### src/rtl/ws2812b_decoder.sv
// WS2812B serial line decoder: measures high pulse widths on a synchronized din to recover 24-bit GRB pixels and frame boundaries.
// Latency: pixel_valid, frame_done and boundary err are registered 3 clk edges after the relevant din falling edge.
// Backpressure: none; the serial line cannot be stalled, so every strobe is a single-cycle pulse that must be sampled immediately.
module ws2812b_decoder #(
  parameter int BIT_THRESH   = 7,
  parameter int MIN_HIGH     = 2,
  parameter int MAX_HIGH     = 20,
  parameter int RESET_CYCLES = 600,
  parameter int NUM_PIXELS   = 64
) (
  input  logic        clk,
  input  logic        rst_n,
  input  logic        din,
  output logic [23:0] pixel_data,
  output logic        pixel_valid,
  output logic [5:0]  pixel_index,
  output logic        frame_done,
  output logic [6:0]  pixel_count,
  output logic        err
);

  localparam int LOW_W = $clog2(RESET_CYCLES + 1);

  localparam logic [15:0]      THRESH_C = 16'(BIT_THRESH);
  localparam logic [15:0]      MIN_C    = 16'(MIN_HIGH);
  localparam logic [15:0]      MAX_C    = 16'(MAX_HIGH);
  localparam logic [LOW_W-1:0] RST_M1_C = LOW_W'(RESET_CYCLES - 1);
  localparam logic [LOW_W-1:0] LOW_ONE  = LOW_W'(1);
  localparam logic [6:0]       NUM_PIX_C = 7'(NUM_PIXELS);

  typedef enum logic [1:0] {SYNC, IDLE, HIGH, LOW} state_t;

  state_t state, state_nxt;

  logic din_meta, din_s;

  logic [15:0]      high_cnt, high_cnt_nxt;
  logic [LOW_W-1:0] low_cnt, low_cnt_nxt;
  logic [4:0]       bit_cnt, bit_cnt_nxt, bit_cnt_inc;
  logic [6:0]       pix_cnt, pix_cnt_nxt;
  logic [23:0]      shift_reg, shift_nxt;

  logic [23:0] pixel_data_nxt;
  logic [5:0]  pixel_index_nxt;
  logic [6:0]  pixel_count_nxt;
  logic        pixel_valid_nxt, frame_done_nxt, err_nxt;
  logic        bit_val;

  // Two-flop synchronizer for the asynchronous serial line.
  always_ff @(posedge clk or negedge rst_n) begin
    if (!rst_n) begin
      din_meta <= 1'b0;
      din_s    <= 1'b0;
    end else begin
      din_meta <= din;
      din_s    <= din_meta;
    end
  end

  // FSM state register.
  always_ff @(posedge clk or negedge rst_n) begin
    if (!rst_n) state <= SYNC;
    else        state <= state_nxt;
  end

  // Next-state, counter and output-strobe logic for the pulse-width decoder.
  always_comb begin
    state_nxt       = state;
    high_cnt_nxt    = high_cnt;
    low_cnt_nxt     = low_cnt;
    bit_cnt_nxt     = bit_cnt;
    pix_cnt_nxt     = pix_cnt;
    shift_nxt       = shift_reg;
    pixel_data_nxt  = pixel_data;
    pixel_index_nxt = pixel_index;
    pixel_count_nxt = pixel_count;
    pixel_valid_nxt = 1'b0;
    frame_done_nxt  = 1'b0;
    err_nxt         = 1'b0;
    bit_val         = 1'b0;
    bit_cnt_inc     = bit_cnt + 5'd1;

    unique case (state)
      SYNC: begin
        // Any high restarts the search for a full reset-length low period.
        if (din_s) begin
          low_cnt_nxt = '0;
        end else if (low_cnt >= RST_M1_C) begin
          low_cnt_nxt = '0;
          bit_cnt_nxt = '0;
          pix_cnt_nxt = '0;
          state_nxt   = IDLE;
        end else begin
          low_cnt_nxt = low_cnt + LOW_ONE;
        end
      end

      IDLE: begin
        if (din_s) begin
          high_cnt_nxt = 16'd1;
          bit_cnt_nxt  = '0;
          state_nxt    = HIGH;
        end
      end

      HIGH: begin
        if (high_cnt > MAX_C) begin
          // Stuck-high line: drop the partial pixel and resynchronize.
          err_nxt     = 1'b1;
          bit_cnt_nxt = '0;
          pix_cnt_nxt = '0;
          low_cnt_nxt = '0;
          state_nxt   = SYNC;
        end else if (din_s) begin
          if (high_cnt != 16'hFFFF) high_cnt_nxt = high_cnt + 16'd1;
        end else if (high_cnt < MIN_C) begin
          // Glitch too short to be a bit.
          err_nxt     = 1'b1;
          bit_cnt_nxt = '0;
          pix_cnt_nxt = '0;
          low_cnt_nxt = '0;
          state_nxt   = SYNC;
        end else begin
          bit_val     = (high_cnt >= THRESH_C);
          shift_nxt   = {shift_reg[22:0], bit_val};
          low_cnt_nxt = LOW_ONE;
          state_nxt   = LOW;
          if (bit_cnt_inc == 5'd24) begin
            bit_cnt_nxt = '0;
            if (pix_cnt < NUM_PIX_C) begin
              pixel_data_nxt  = shift_nxt;
              pixel_index_nxt = pix_cnt[5:0];
              pixel_valid_nxt = 1'b1;
              pix_cnt_nxt     = pix_cnt + 7'd1;
            end else begin
              // Frame overrun: the extra pixel is reported but not emitted.
              err_nxt = 1'b1;
            end
          end else begin
            bit_cnt_nxt = bit_cnt_inc;
          end
        end
      end

      LOW: begin
        if (din_s) begin
          high_cnt_nxt = 16'd1;
          state_nxt    = HIGH;
        end else if (low_cnt >= RST_M1_C) begin
          // Latch period reached: close the frame.
          if (bit_cnt != 5'd0) begin
            err_nxt = 1'b1;
          end else if (pix_cnt != 7'd0) begin
            frame_done_nxt  = 1'b1;
            pixel_count_nxt = pix_cnt;
          end
          pix_cnt_nxt = '0;
          bit_cnt_nxt = '0;
          low_cnt_nxt = '0;
          state_nxt   = IDLE;
        end else begin
          low_cnt_nxt = low_cnt + LOW_ONE;
        end
      end

      default: state_nxt = SYNC;
    endcase
  end

  // Datapath and output registers.
  always_ff @(posedge clk or negedge rst_n) begin
    if (!rst_n) begin
      high_cnt    <= '0;
      low_cnt     <= '0;
      bit_cnt     <= '0;
      pix_cnt     <= '0;
      shift_reg   <= '0;
      pixel_data  <= '0;
      pixel_index <= '0;
      pixel_count <= '0;
      pixel_valid <= 1'b0;
      frame_done  <= 1'b0;
      err         <= 1'b0;
    end else begin
      high_cnt    <= high_cnt_nxt;
      low_cnt     <= low_cnt_nxt;
      bit_cnt     <= bit_cnt_nxt;
      pix_cnt     <= pix_cnt_nxt;
      shift_reg   <= shift_nxt;
      pixel_data  <= pixel_data_nxt;
      pixel_index <= pixel_index_nxt;
      pixel_count <= pixel_count_nxt;
      pixel_valid <= pixel_valid_nxt;
      frame_done  <= frame_done_nxt;
      err         <= err_nxt;
    end
  end

endmodule

### config.mk
export PLATFORM = sky130hd
export DESIGN_NAME = ws2812b_decoder
export DESIGN_NICKNAME = d
export VERILOG_FILES = /design/src/rtl/ws2812b_decoder.sv
export SDC_FILE = /design/constraint.sdc
export NUM_CORES = 1
export LEC_CHECK = 0
export BUFFER_PORTS_ARGS = -buffer_cell sky130_fd_sc_hd__buf_2
export CORE_ASPECT_RATIO = 1.75
export CORE_UTILIZATION = 40
export DETAILED_ROUTE_END_ITERATION = 10
export GPL_TIMING_DRIVEN = 0
export PLACE_DENSITY_LB_ADDON = 0.2
export SYNTH_ARGS = -nofsm -noshare
export SYNTH_HDL_FRONTEND = slang
export SYNTH_SLANG_ARGS = --single-unit
### constraint.sdc
create_clock -name clk -period 3.6 [get_ports clk]
set_clock_uncertainty 0.15 [all_clocks]
set_input_delay 0.54 -clock clk [delete_from_list [all_inputs] [get_ports clk]]
set_output_delay 0.54 -clock clk [all_outputs]
set_load 0.02 [all_outputs]
==> impl_results.rst, run 1 <==
.. list-table::
   :header-rows: 1

   * - Metric
     - Value
   * - Post-Layout Cell Count
     - approximately 700
   * - Average via count per standard cell
     - ~5.4
   * - Routability congestion estimate from global placement
     - 0.850
   * - Chip Width
     - slightly below 90 um
   * - Critical-path cell list
     - nor4_2 > and3_1 > buf_2 > nand4_1 > nor2_1 > buf_2 > mux2_2
   * - Worst-case setup margin in the final layout
     - between 700 and 800 ps
   * - Root buffer cell
     - clkbuf_16
   * - Synth async-reset ratio
     - 1.00
   * - Number of buffers and inverters on the critical path
     - 2
   * - Wirelength, routed
     - approximately 11000 um
   * - Period utilisation layout
     - 0.798
   * - Number of distinct library cells after synthesis
     - 56
   * - Remaining global-route overflow
     - 0
   * - Total Neg Setup Slack
     - 0 ps
   * - Slowest stage delay, CP
     - about 440 ps
   * - Kind of cell with the highest combined delay on the critical path
     - simple AND/OR/NAND/NOR gates
   * - Highest ir drop seen on vdd
     - ~0.25 mV
   * - Number of buffers inserted during clock tree synthesis
     - 9
   * - DR pass1 iterations
     - 4
   * - Cells resized by post-CTS repair
     - 0
   * - Placed insts
     - about 680
   * - Clock power frac
     - 0.450
   * - Switching Power
     - between 500 and 600 uW
   * - Setup Fix Bufs, Post-CTS
     - 0
   * - Synth warn
     - 0
   * - Overall die height
     - roughly 150 um
   * - Vias in the first global route
     - between 3000 and 4000
   * - Number of routed nets with antenna violations
     - 0
   * - P_leak
     - a little under 3 nW
   * - Source-to-sink clock delay at the later pin of the worst-skew pair
     - ~350 ps
   * - Most used cell along the critical path
     - buf_2
   * - Antenna violations before repair
     - 0
   * - Power per cell area
     - approximately 370 nW/um^2
   * - Initial drt markers
     - about 110
   * - Tightest Pin Transition
     - between 700 and 800 ps
   * - CTS clock-pin slew for the worst setup and hold paths
     - roughly 90 ps
   * - Top_reg_cell synth
     - dfrtp_1
   * - Final hold violation count
     - 0
   * - Number of DRC violations after detailed routing
     - 0
   * - Outcome
     - complete, no violations
   * - Area of the placeable core
     - 12600 sq um
   * - Number of flops mapped to enable cells by yosys
     - 0
   * - Internal power
     - around 1.7 mW
   * - Final Critical Period
     - approximately 2900 ps
   * - Maximum number of pins on one net before global-route repair
     - 63
   * - Power Total
     - between 2 and 2.5 mW
   * - Switching share of power
     - 0.242
   * - Type of the most critical hold path
     - primary input to asynchronous set/reset pin
   * - Syn-to-layout area delta
     - 14.7%
   * - Minimum setup slack after placement
     - approximately 700 ps
   * - Initial Util
     - 0.416
   * - Mean instance size in the synthesized netlist
     - 11.3 sq um
   * - Category of the worst setup path capture point
     - flip-flop
   * - Max-slew violation count
     - 0
   * - CTS tree
     - yes
   * - Share of total power in sequential cells
     - 0.529
   * - Relative max-transition margin
     - 0.487
   * - Share of power burned in combinational logic
     - 0.021
   * - Post-Synthesis Net Count
     - between 400 and 500
   * - Level count of the clock H-tree
     - 3
   * - Number of filler instances in the final layout
     - 1182
   * - Arrival time at the worst endpoint
     - between 2000 and 3000 ps
   * - Nature of the critical path startpoint
     - flip-flop
   * - Detailed-route via count
     - around 3800
   * - Worst-path maximum fanout
     - 10
   * - Diode count
     - 0
   * - Number of sinks handled by clock tree synthesis
     - approximately 110
   * - Layout cell share with drive strength beyond 1
     - 0.258
   * - # port buffers
     - 42
   * - Final-report setup violation count
     - 0
   * - Die outline area
     - approximately 14000 sq um
   * - Floorplan row count
     - between 50 and 60
   * - Post-synthesis sequential area ratio
     - 0.503
   * - Total global-route track usage
     - 0.173
   * - IO Pins
     - 43
   * - Max reg flops
     - 24
   * - Maximum clock frequency
     - ~0.35 GHz
   * - Post-route cell area
     - between 5000 and 6000 sq um
   * - RSZ-0062 raised after global routing
     - false
   * - Slowest cell on the critical path
     - nor4_2
   * - Average routed wire per standard cell
     - 15.7 um
   * - Start-to-end type of the worst setup path
     - flip-flop to flip-flop
   * - Critical path required time
     - 3680 ps
   * - Post-place instance area
     - 5670 sq um
   * - Synthesized netlist cell count
     - ~460
   * - Number of nets in the final layout
     - approximately 530
   * - Worst hold slack
     - between 30 and 40 ps
   * - Flip-flop and latch count after synthesis
     - about 110
   * - Area of the mapped netlist
     - 5220 sq um
   * - Hold buffers post-CTS
     - 0
   * - Largest buffer count on any clock path
     - 2
   * - # Max-Cap Violations
     - 0
   * - Final core utilization
     - 0.477
   * - Global-route wire length before repair
     - 18300 um
   * - Detailed placement HPWL
     - 7970 um
kinds of logic after synthesis:
| family | Yosys count | share of synthesized area |
|---|---|---|
| muxes | 60 | 0.150 |
| and+or+nand+nor | 134 | 0.141 |
| adders and majority gates | 12 | 0.0287 |
| buffers and inverters | 44 | 0.0374 |
| AOI/OAI and AO/OA | 107 | 0.137 |
| xor gates and xnor gates | 2 | 0.00335 |
| DFF | 105 | 0.503 |
cell usage in the layout (no fill, tap or decap), drive strengths merged, types with 3 or more instances in the layout:
| cell type | instances |
|---|---|
| o21ai | 31 |
| nand3 | 16 |
| or4 | 8 |
| buf | 55 |
| and3 | 7 |
| and2 | 4 |
| nor4 | 8 |
| a2111oi | 5 |
| o21a | 3 |
| a2bb2oi | 4 |
| o31ai | 17 |
| or2 | 3 |
| nor3 | 6 |
| nand2b | 8 |
| mux2 | 57 |
| nor2b | 4 |
| a21boi | 3 |
| a211oi | 4 |
| clkbuf | 23 |
| nor2 | 23 |
| a31oi | 4 |
| nand2 | 29 |
| and4 | 3 |
| dfrtp | 105 |
| nand4 | 8 |
| o211ai | 4 |
| mux2i | 3 |
| clkinv | 3 |
| a41oi | 3 |
| a21oi | 15 |
| inv | 22 |
| ha | 12 |
power by group through the flow:
stage / Sequential, mW / Combinational [mW] / Clock [mW]
final: 1.19 / 0.0466 / 1.01
after global routing: 1.19 / 0.0552 / 1.09
after CTS: 1.19 / 0.0491 / 1.04
after detailed placement: 1.21 / 0.0492 / 0
after global placement: 1.21 / 0.0438 / 0
after floorplan: 1.21 / 0.0155 / 0
cell usage after synthesis (8+ instances only):
cell type  count  share of area
dfrtp_1      105           0.50
mux2_4        30          0.086
nand2_1       29          0.021
o21ai_0       29          0.028
mux2_2        27          0.058
nor2_1        23          0.017
inv_1         18          0.013
o31ai_1       17          0.024
nand3_1       16          0.015
a21oi_1       14          0.013
clkbuf_1      14          0.010
ha_1          12          0.029
nand2b_1       8         0.0096
nand4_1        8         0.0096
path summary, 6_finish.rpt:
path | slack [ps] | depth (start not counted) | start | endpoint
min in group clk | 150 | 1 | din | din_meta
max in group asynchronous | 2540 | 2 | rst_n | bit_cnt[3]
hold reg to reg | 210 | 0 | din_meta | din_s
setup reg to reg | 730 | 7 | high_cnt[14] | shift_reg[21]
hold / removal | 30 | 1 | rst_n | pixel_data[10]
setup / recovery | 730 | 7 | high_cnt[14] | shift_reg[21]
routing by layer:
metal	track usage	routed length, um
met2	0.311	5950
met5	0	0
met4	0.0776	278
met1	0.191	4400
met3	0.0308	245
area by class of cell:
| type | count | area (sq um) | share of cell area |
|---|---|---|---|
| plain buffers | 26 | 128 | 0.0213 |
| multi-input cells | 315 | 2400 | 0.401 |
| well taps | 168 | 210 | 0.0351 |
| clock inverters | 7 | 91.3 | 0.0152 |
| clock buffers | 9 | 225 | 0.0376 |
| repair buffers | 43 | 240 | 0.0401 |
| inverters | 18 | 67.6 | 0.0113 |
| flip-flops and latches | 105 | 2630 | 0.439 |
No activity file was read; power rests on OpenSTA's default activity.
==> run 2: changes to the inputs <==
- ABC_AREA: unset -> 1
- clock period: 3.6 -> 2.5 ns (I/O delays scaled with it)
==> run 2 against run 1 <==
Global-route usage up 1.8 points. Clock-buffer cell count up 1. Synthesized area up 2.1%. First-iteration DRC count up 47%. Cell area up 1.7%. Critical path type unchanged. Clock power up 37%. Wire length up 14%. Largest power group unchanged. Critical path depth unchanged. Sequential share of layout area down 0.74 points.
==> impl_results.rst, run 2 <==
.. list-table::
   :header-rows: 1

   * - Metric
     - Value
   * - Outcome
     - complete, no violations
   * - CTS clock-pin slew for the worst setup and hold paths
     - 70 ps (-20 ps)
   * - Start-to-end type of the worst setup path
     - flip-flop to flip-flop
   * - Final Critical Period
     - 2230 ps (-642 ps)
   * - Top_reg_cell synth
     - dfrtp_1
   * - Mean instance size in the synthesized netlist
     - 7.97 sq um (-29%)
   * - # Max-Cap Violations
     - 0 (unchanged)
   * - Remaining global-route overflow
     - 0 (unchanged)
   * - Tightest Pin Transition
     - 570 ps (-196 ps)
   * - Number of nets in the final layout
     - 740 (+39%)
   * - Total Neg Setup Slack
     - 0 ps (unchanged)
   * - Die outline area
     - 13800 sq um (+2.0%)
   * - Initial Util
     - 0.412 (-0.00358)
   * - Synthesized netlist cell count
     - 669 (+44%)
   * - Diode count
     - 0 (unchanged)
   * - # port buffers
     - 42 (unchanged)
   * - Number of DRC violations after detailed routing
     - 0 (unchanged)
   * - Worst hold slack
     - 214 ps (+184 ps)
   * - Proportion of synthesized area in mux cells
     - 0 (-0.150)
   * - Period utilisation layout
     - 0.892 (+0.0943)
   * - Power per cell area
     - 516 nW/um^2 (+38%)
   * - Overall die height
     - 155 um (+1.0%)
   * - RSZ-0062 raised after global routing
     - false
   * - Xor-xnor portion of the synthesized cell area
     - 0.0197 (+0.0164)
   * - Highest ir drop seen on vdd
     - 0.459 mV (+85%)
   * - Top cell type's share of synthesized area
     - 0.493 (-0.0102)
   * - Internal power
     - 2.42 mW (+42%)
   * - Number of routed nets with antenna violations
     - 0 (unchanged)
   * - Relative max-transition margin
     - 0.619 (+0.131)
   * - Most common library cells after synthesis
     - nand2_1, dfrtp_1, inv_1
   * - Flip-flop and latch count after synthesis
     - 105 (unchanged)
   * - Floorplan row count
     - 55 (+1.9%)
   * - IO Pins
     - 43 (unchanged)
   * - Share of power burned in combinational logic
     - 0.019 (-0.002)
   * - Largest buffer count on any clock path
     - 2 (unchanged)
   * - Final hold violation count
     - 0 (unchanged)
   * - Average routed wire per standard cell
     - 13.7 um (-13%)
   * - Arrival time at the worst endpoint
     - 2360 ps (-590 ps)
   * - Clock power frac
     - 0.438 (-0.012)
   * - Area of the placeable core
     - 12900 sq um (+2.9%)
   * - Chip Width
     - 89.3 um (+1.0%)
   * - Switching share of power
     - 0.231 (-0.0110)
   * - Most numerous cell in the Yosys netlist
     - nand2_1
   * - Cells resized by post-CTS repair
     - 0 (unchanged)
   * - Synth async-reset ratio
     - 1.00 (unchanged)
   * - Layout cell share with drive strength beyond 1
     - 0.132 (-0.127)
   * - Category of the worst setup path capture point
     - flip-flop
   * - Setup Fix Bufs, Post-CTS
     - 0 (unchanged)
   * - Total global-route track usage
     - 0.191 (+0.0181)
   * - Number of buffers inserted during clock tree synthesis
     - 9 (unchanged)
   * - Type of the most critical hold path
     - flip-flop to flip-flop
   * - Synth warn
     - 0 (unchanged)
   * - Maximum clock frequency
     - 0.448 GHz (+29%)
   * - Share of total power in sequential cells
     - 0.544 (+0.015)
   * - Antenna violations before repair
     - 0 (unchanged)
   * - Global-route wire length before repair
     - 20500 um (+12%)
   * - Power Total
     - 3.14 mW (+40%)
   * - Maximum number of pins on one net before global-route repair
     - 70 (+11%)
   * - Vias in the first global route
     - 4454 (+18%)
   * - Post-synthesis sequential area ratio
     - 0.493 (-0.0102)
   * - Detailed-route via count
     - 4481 (+19%)
   * - Detailed placement HPWL
     - 9390 um (+18%)
   * - Number of sinks handled by clock tree synthesis
     - 105 (unchanged)
   * - Synth Area in Compound Gates
     - 0.0993 (-0.0375)
   * - Post-synthesis simple-gate area fraction
     - 0.275 (+0.134)
   * - Switching Power
     - 727 uW (+34%)
   * - Source-to-sink clock delay at the later pin of the worst-skew pair
     - 350 ps (about the same)
   * - Area contributors post-synth
     - dfrtp_1, nand2_1, inv_1
   * - Post-Synthesis Net Count
     - 684 (+43%)
   * - Most frequent cells in the layout
     - nand2_1, dfrtp_1, inv_1
   * - Area of the mapped netlist
     - 5330 sq um (+2.1%)
   * - Routability congestion estimate from global placement
     - 0.838 (-1.3%)
   * - Average via count per standard cell
     - 4.97 (-8.5%)
   * - Worst-path maximum fanout
     - 9 (-1)
   * - P_leak
     - 3.06 nW (+5.0%)
   * - Launch instance of the worst min-delay path
     - din_meta
   * - Synth Area in Adders
     - 0.0282 (-0.000580)
   * - Minimum setup slack after placement
     - 249 ps (-452 ps)
   * - Most frequent standard cell in the layout excluding fill and tap cells
     - nand2_1
   * - Launch instance of the worst register-to-register path
     - state[0]
   * - Main combinational cell family by area after synthesis
     - simple AND/OR/NAND/NOR gates
   * - Final core utilization
     - 0.471 (-0.00572)
   * - CTS tree
     - yes
   * - Critical path required time
     - 2630 ps (-1050 ps)
   * - Max-slew violation count
     - 0 (unchanged)
   * - Max reg flops
     - 24 (unchanged)
   * - Number of flops mapped to enable cells by yosys
     - 0 (unchanged)
   * - DR pass1 iterations
     - 4 (unchanged)
   * - Launching element of the worst setup path
     - state[0]
   * - Wirelength, routed
     - 12400 um (+14%)
   * - Hold buffers post-CTS
     - 2 (+2)
   * - Nature of the critical path startpoint
     - flip-flop
   * - Syn-to-layout area delta
     - 14.3%
   * - Worst-case setup margin in the final layout
     - 269 ps (-458 ps)
   * - Root buffer cell
     - clkbuf_16
   * - Top cell type by total area after synthesis
     - dfrtp_1
   * - Number of distinct library cells after synthesis
     - 35 (-38%)
   * - Level count of the clock H-tree
     - 3 (unchanged)
   * - Final-report setup violation count
     - 0 (unchanged)
   * - Initial drt markers
     - 160 (+47%)
run 2: cell types whose count changed in the layout (fill, tap and decap cells not counted), sizes merged, moves of 9 or more:
cell and delta:
nor2 +23, nand2 +168, nor3 +10, clkbuf -11
inv +69, xor2 +9, o21ai +54, nand3 +34
o31ai -13, nand4 +12, mux2 -57
run 2: metrics by stage:
step | cells | instance area, sq um
after floorplan | 669 | 5330
after global placement | 882 | 5760
after detailed placement | 883 | 5790
after CTS | 901 | 6090
after global routing | 901 | 6090
final | 901 | 6090
run 2: final timing paths:
check,depth (start not counted),endpoint,slack [ps]
setup reg to reg,7,high_cnt[10],270
hold / removal,0,din_s,210
setup / recovery,7,high_cnt[10],270
max in group asynchronous,3,shift_reg[19],1100
min in group asynchronous,2,shift_reg[3],390
hold reg to reg,0,din_s,210
run 2: power by group through the flow:
stage | logic, mW | clock network (mW) | registers (mW)
final | 0.0586 | 1.38 | 1.71
after global routing | 0.0697 | 1.49 | 1.71
after CTS | 0.0619 | 1.42 | 1.71
after detailed placement | 0.0597 | 0 | 1.74
after global placement | 0.0528 | 0 | 1.74
after floorplan | 0.0142 | 0 | 1.74
run 2: kinds of logic (layout without fill, tap and decap cells):
family / Yosys count / after routing
buffers and inverters: 108 / 169
flip-flops: 105 / 105
AO/OA/AOI/OAI: 100 / 100
adder cells (fa/ha/maj): 12 / 12
AND/OR/NAND/NOR: 332 / 332
XOR/XNOR: 12 / 12
run 2: cell type report:
cell class | instances | area, sq um
Inverter | 88 | 333
Tap cell | 171 | 214
Fill cell | 1317 | 6840
Multi-Input combinational cell | 456 | 2250
Sequential cell | 105 | 2630
Timing Repair Buffer | 45 | 260
Buffer | 20 | 123
Clock buffer | 10 | 229
Clock inverter | 6 | 58.8
run 2: per-layer routing:
metal,part of all wire,global-route usage,up-vias
met3,0.024,0.0342,21
met2,0.55,0.362,72
met4,0.024,0.0741,0
li1,-,-,2262
met5,0,0,-
met1,0.41,0.200,2126
run 2: critical path, cell delays in order (launching register included):
cell      delay (ps)
dfrtp_1          430
ha_1             210
clkbuf_1         220
nor2_1           510
inv_1            280
nand2_1          200
nand2_1           70
nor2_1           100
==> run 3: changes to the inputs <==
- CELL_PAD_IN_SITES_DETAIL_PLACEMENT: unset -> 0
- CELL_PAD_IN_SITES_GLOBAL_PLACEMENT: unset -> 1
- PLACE_DENSITY_LB_ADDON: 0.2 -> 0.1
==> run 3 against run 2 <==
Register-to-register slack is essentially flat. Non-clock buffer count unchanged. Critical path depth increased by 2. Setup slack better by 14 ps. Worst hold slack got worse by 6.2 ps. Sequential share of layout area about the same. Power is 0.72% higher. Sequential power barely moved. Clock power about the same. Combinational power is 2% higher.
==> impl_results.rst, run 3 (synthesis results as in run 2) <==
.. list-table::
   :header-rows: 1

   * - Metric
     - Value
   * - Maximum clock frequency
     - 0.451 GHz (+0.62%)
   * - P_leak
     - 3.06 nW (+0.18%)
   * - Launch instance of the worst register-to-register path
     - state[0]
   * - Final-report setup violation count
     - 0 (unchanged)
   * - Final core utilization
     - 0.471 (+0.000484)
   * - IO Pins
     - 43 (unchanged)
   * - Average via count per standard cell
     - 4.95 (-0.51%)
   * - Final hold violation count
     - 0 (unchanged)
   * - CTS tree
     - yes
   * - Syn-to-layout area delta
     - 14.4%
   * - Power per cell area
     - 519 nW/um^2 (+0.62%)
   * - # port buffers
     - 42 (unchanged)
   * - Number of DRC violations after detailed routing
     - 0 (unchanged)
   * - Post-Layout Cell Count
     - 901 (unchanged)
   * - Category of the worst setup path capture point
     - flip-flop
   * - DR pass1 iterations
     - 5 (+1)
   * - Power Total
     - 3.17 mW (+0.72%)
   * - Detailed placement HPWL
     - 9540 um (+1.6%)
   * - Worst-path maximum fanout
     - 10 (+1)
   * - Floorplan row count
     - 55 (unchanged)
   * - Most frequent cells in the layout
     - nand2_1, dfrtp_1, inv_1
   * - Number of routed nets with antenna violations
     - 0 (unchanged)
   * - Number of nets in the final layout
     - 740 (unchanged)
   * - Maximum number of pins on one net before global-route repair
     - 71 (+1.4%)
   * - R2R Setup Slk
     - 280 ps (about the same)
   * - Tightest Pin Transition
     - 499 ps (-70.9 ps)
   * - Number of buffers inserted during clock tree synthesis
     - 9 (unchanged)
   * - Routability congestion estimate from global placement
     - 0.819 (-2.3%)
   * - Diode count
     - 0 (unchanged)
   * - Relative max-transition margin
     - 0.667 (+0.0487)
   * - # Max-Cap Violations
     - 0 (unchanged)
   * - Number of sinks handled by clock tree synthesis
     - 105 (unchanged)
   * - RR Endpoint
     - low_cnt[3]
   * - Largest buffer count on any clock path
     - 2 (unchanged)
   * - Source-to-sink clock delay at the later pin of the worst-skew pair
     - 350 ps (about the same)
   * - CTS clock-pin slew for the worst setup and hold paths
     - 80 ps (about the same)
   * - Worst hold slack
     - 208 ps (-6.23 ps)
   * - Most frequent standard cell in the layout excluding fill and tap cells
     - nand2_1
   * - Max reg flops
     - 24 (unchanged)
   * - Die outline area
     - 13800 sq um (unchanged)
   * - Placed insts
     - 883 (unchanged)
   * - Detailed-route via count
     - 4458 (-0.51%)
   * - Post-place instance area
     - 5790 sq um (unchanged)
   * - Reg2reg path depth
     - 9 (+2)
   * - Initial Util
     - 0.412 (unchanged)
   * - Outcome
     - complete, no violations
   * - Root buffer cell
     - clkbuf_16
   * - Initial drt markers
     - 183 (+14%)
   * - Launching element of the worst setup path
     - state[0]
   * - Overall die height
     - 155 um (unchanged)
   * - Start-to-end type of the worst setup path
     - flip-flop to flip-flop
   * - Final Critical Period
     - 2220 ps (-13.8 ps)
   * - Period utilisation layout
     - 0.887 (-0.00553)
   * - Vias in the first global route
     - 4446 (-0.18%)
   * - Layout cell share with drive strength beyond 1
     - 0.133 (+0.00137)
   * - Wirelength, routed
     - 12700 um (+2.5%)
   * - Post-route cell area
     - 6100 sq um (+0.10%)
   * - Global-route wire length before repair
     - 21000 um (+2.7%)
   * - End of the critical path
     - low_cnt[3]
   * - Level count of the clock H-tree
     - 3 (unchanged)
   * - Total global-route track usage
     - 0.197 (+0.00667)
   * - Antenna violations before repair
     - 0 (unchanged)
   * - Highest ir drop seen on vdd
     - 0.414 mV (-9.7%)
   * - Arrival time at the worst endpoint
     - 2310 ps (-50 ps)
   * - Remaining global-route overflow
     - 0 (unchanged)
   * - Critical path required time
     - 2600 ps (-30 ps)
   * - Chip Width
     - 89.3 um (unchanged)
   * - Nature of the critical path startpoint
     - flip-flop
   * - RSZ-0062 raised after global routing
     - false
   * - Average routed wire per standard cell
     - 14.1 um (+2.5%)
   * - Type of the most critical hold path
     - flip-flop to flip-flop
   * - Max-slew violation count
     - 0 (unchanged)
   * - Area of the placeable core
     - 12900 sq um (unchanged)
[run 3: area by class of cell]
class                           instances  area, sq um
Multi-Input combinational cell        456         2250
Fill cell                            1376         6840
Clock buffer                           10          229
Inverter                               88          333
Tap cell                              171          214
Buffer                                 20          123
Timing Repair Buffer                   45          260
Clock inverter                          6         62.6
Sequential cell                       105         2630
[run 3: stage by stage]
step	setup WS, ps	TNS (ps)
5_1_grt	0.808	0
4_1_cts	147	0
2_1_floorplan	647	0
3_5_place_dp	175	0
3_3_place_gp	-317	-32180
6_report	283	0
[run 3: how the worst min path moves through the flow]
| stage | start | end | cells after the start | slack [ps] |
|---|---|---|---|---|
| 3_3_place_gp | din_meta | din_s | 0 | 190 |
| 5_1_grt | din_meta | din_s | 0 | 220 |
| 2_1_floorplan | rst_n | bit_cnt[0] | 0 | -70 |
| 4_1_cts | din_meta | din_s | 0 | 210 |
| 3_5_place_dp | din_meta | din_s | 0 | 200 |
| 6_report | din_meta | din_s | 0 | 210 |
[run 3: per-layer routing]
metal | up-vias | wire length, um | global-route usage
li1 | 2256 | - | -
met2 | 69 | 7060 | 0.376
met5 | - | 0 | 0
met3 | 16 | 271 | 0.0256
met1 | 2117 | 5150 | 0.220
met4 | 0 | 176 | 0.0574
[run 3: repair_timing]
action,4_1_cts,5_1_grt
resized for setup,0,1
hold buffers,2,0
setup buffers,0,0
endpoints found under the hold margin,36,0
endpoints found under the setup margin,0,3
[run 3: power by group]
part	leakage, nW	internal (mW)	switching, mW	total, mW
clock	0.142	0.702	0.696	1.40
combinational	1.46	0.0148	0.0447	0.0595
sequential	1.46	1.70	0.00674	1.71
[run 3: critical path, stage by stage (launching register included)]
cell and delay, ps:
dfrtp_1 460, ha_1 180, clkbuf_1 360, inv_1 190, o21ai_0 200, inv_1 90
nand2_2 90, buf_4 180, o21ai_0 80, and2_1 140
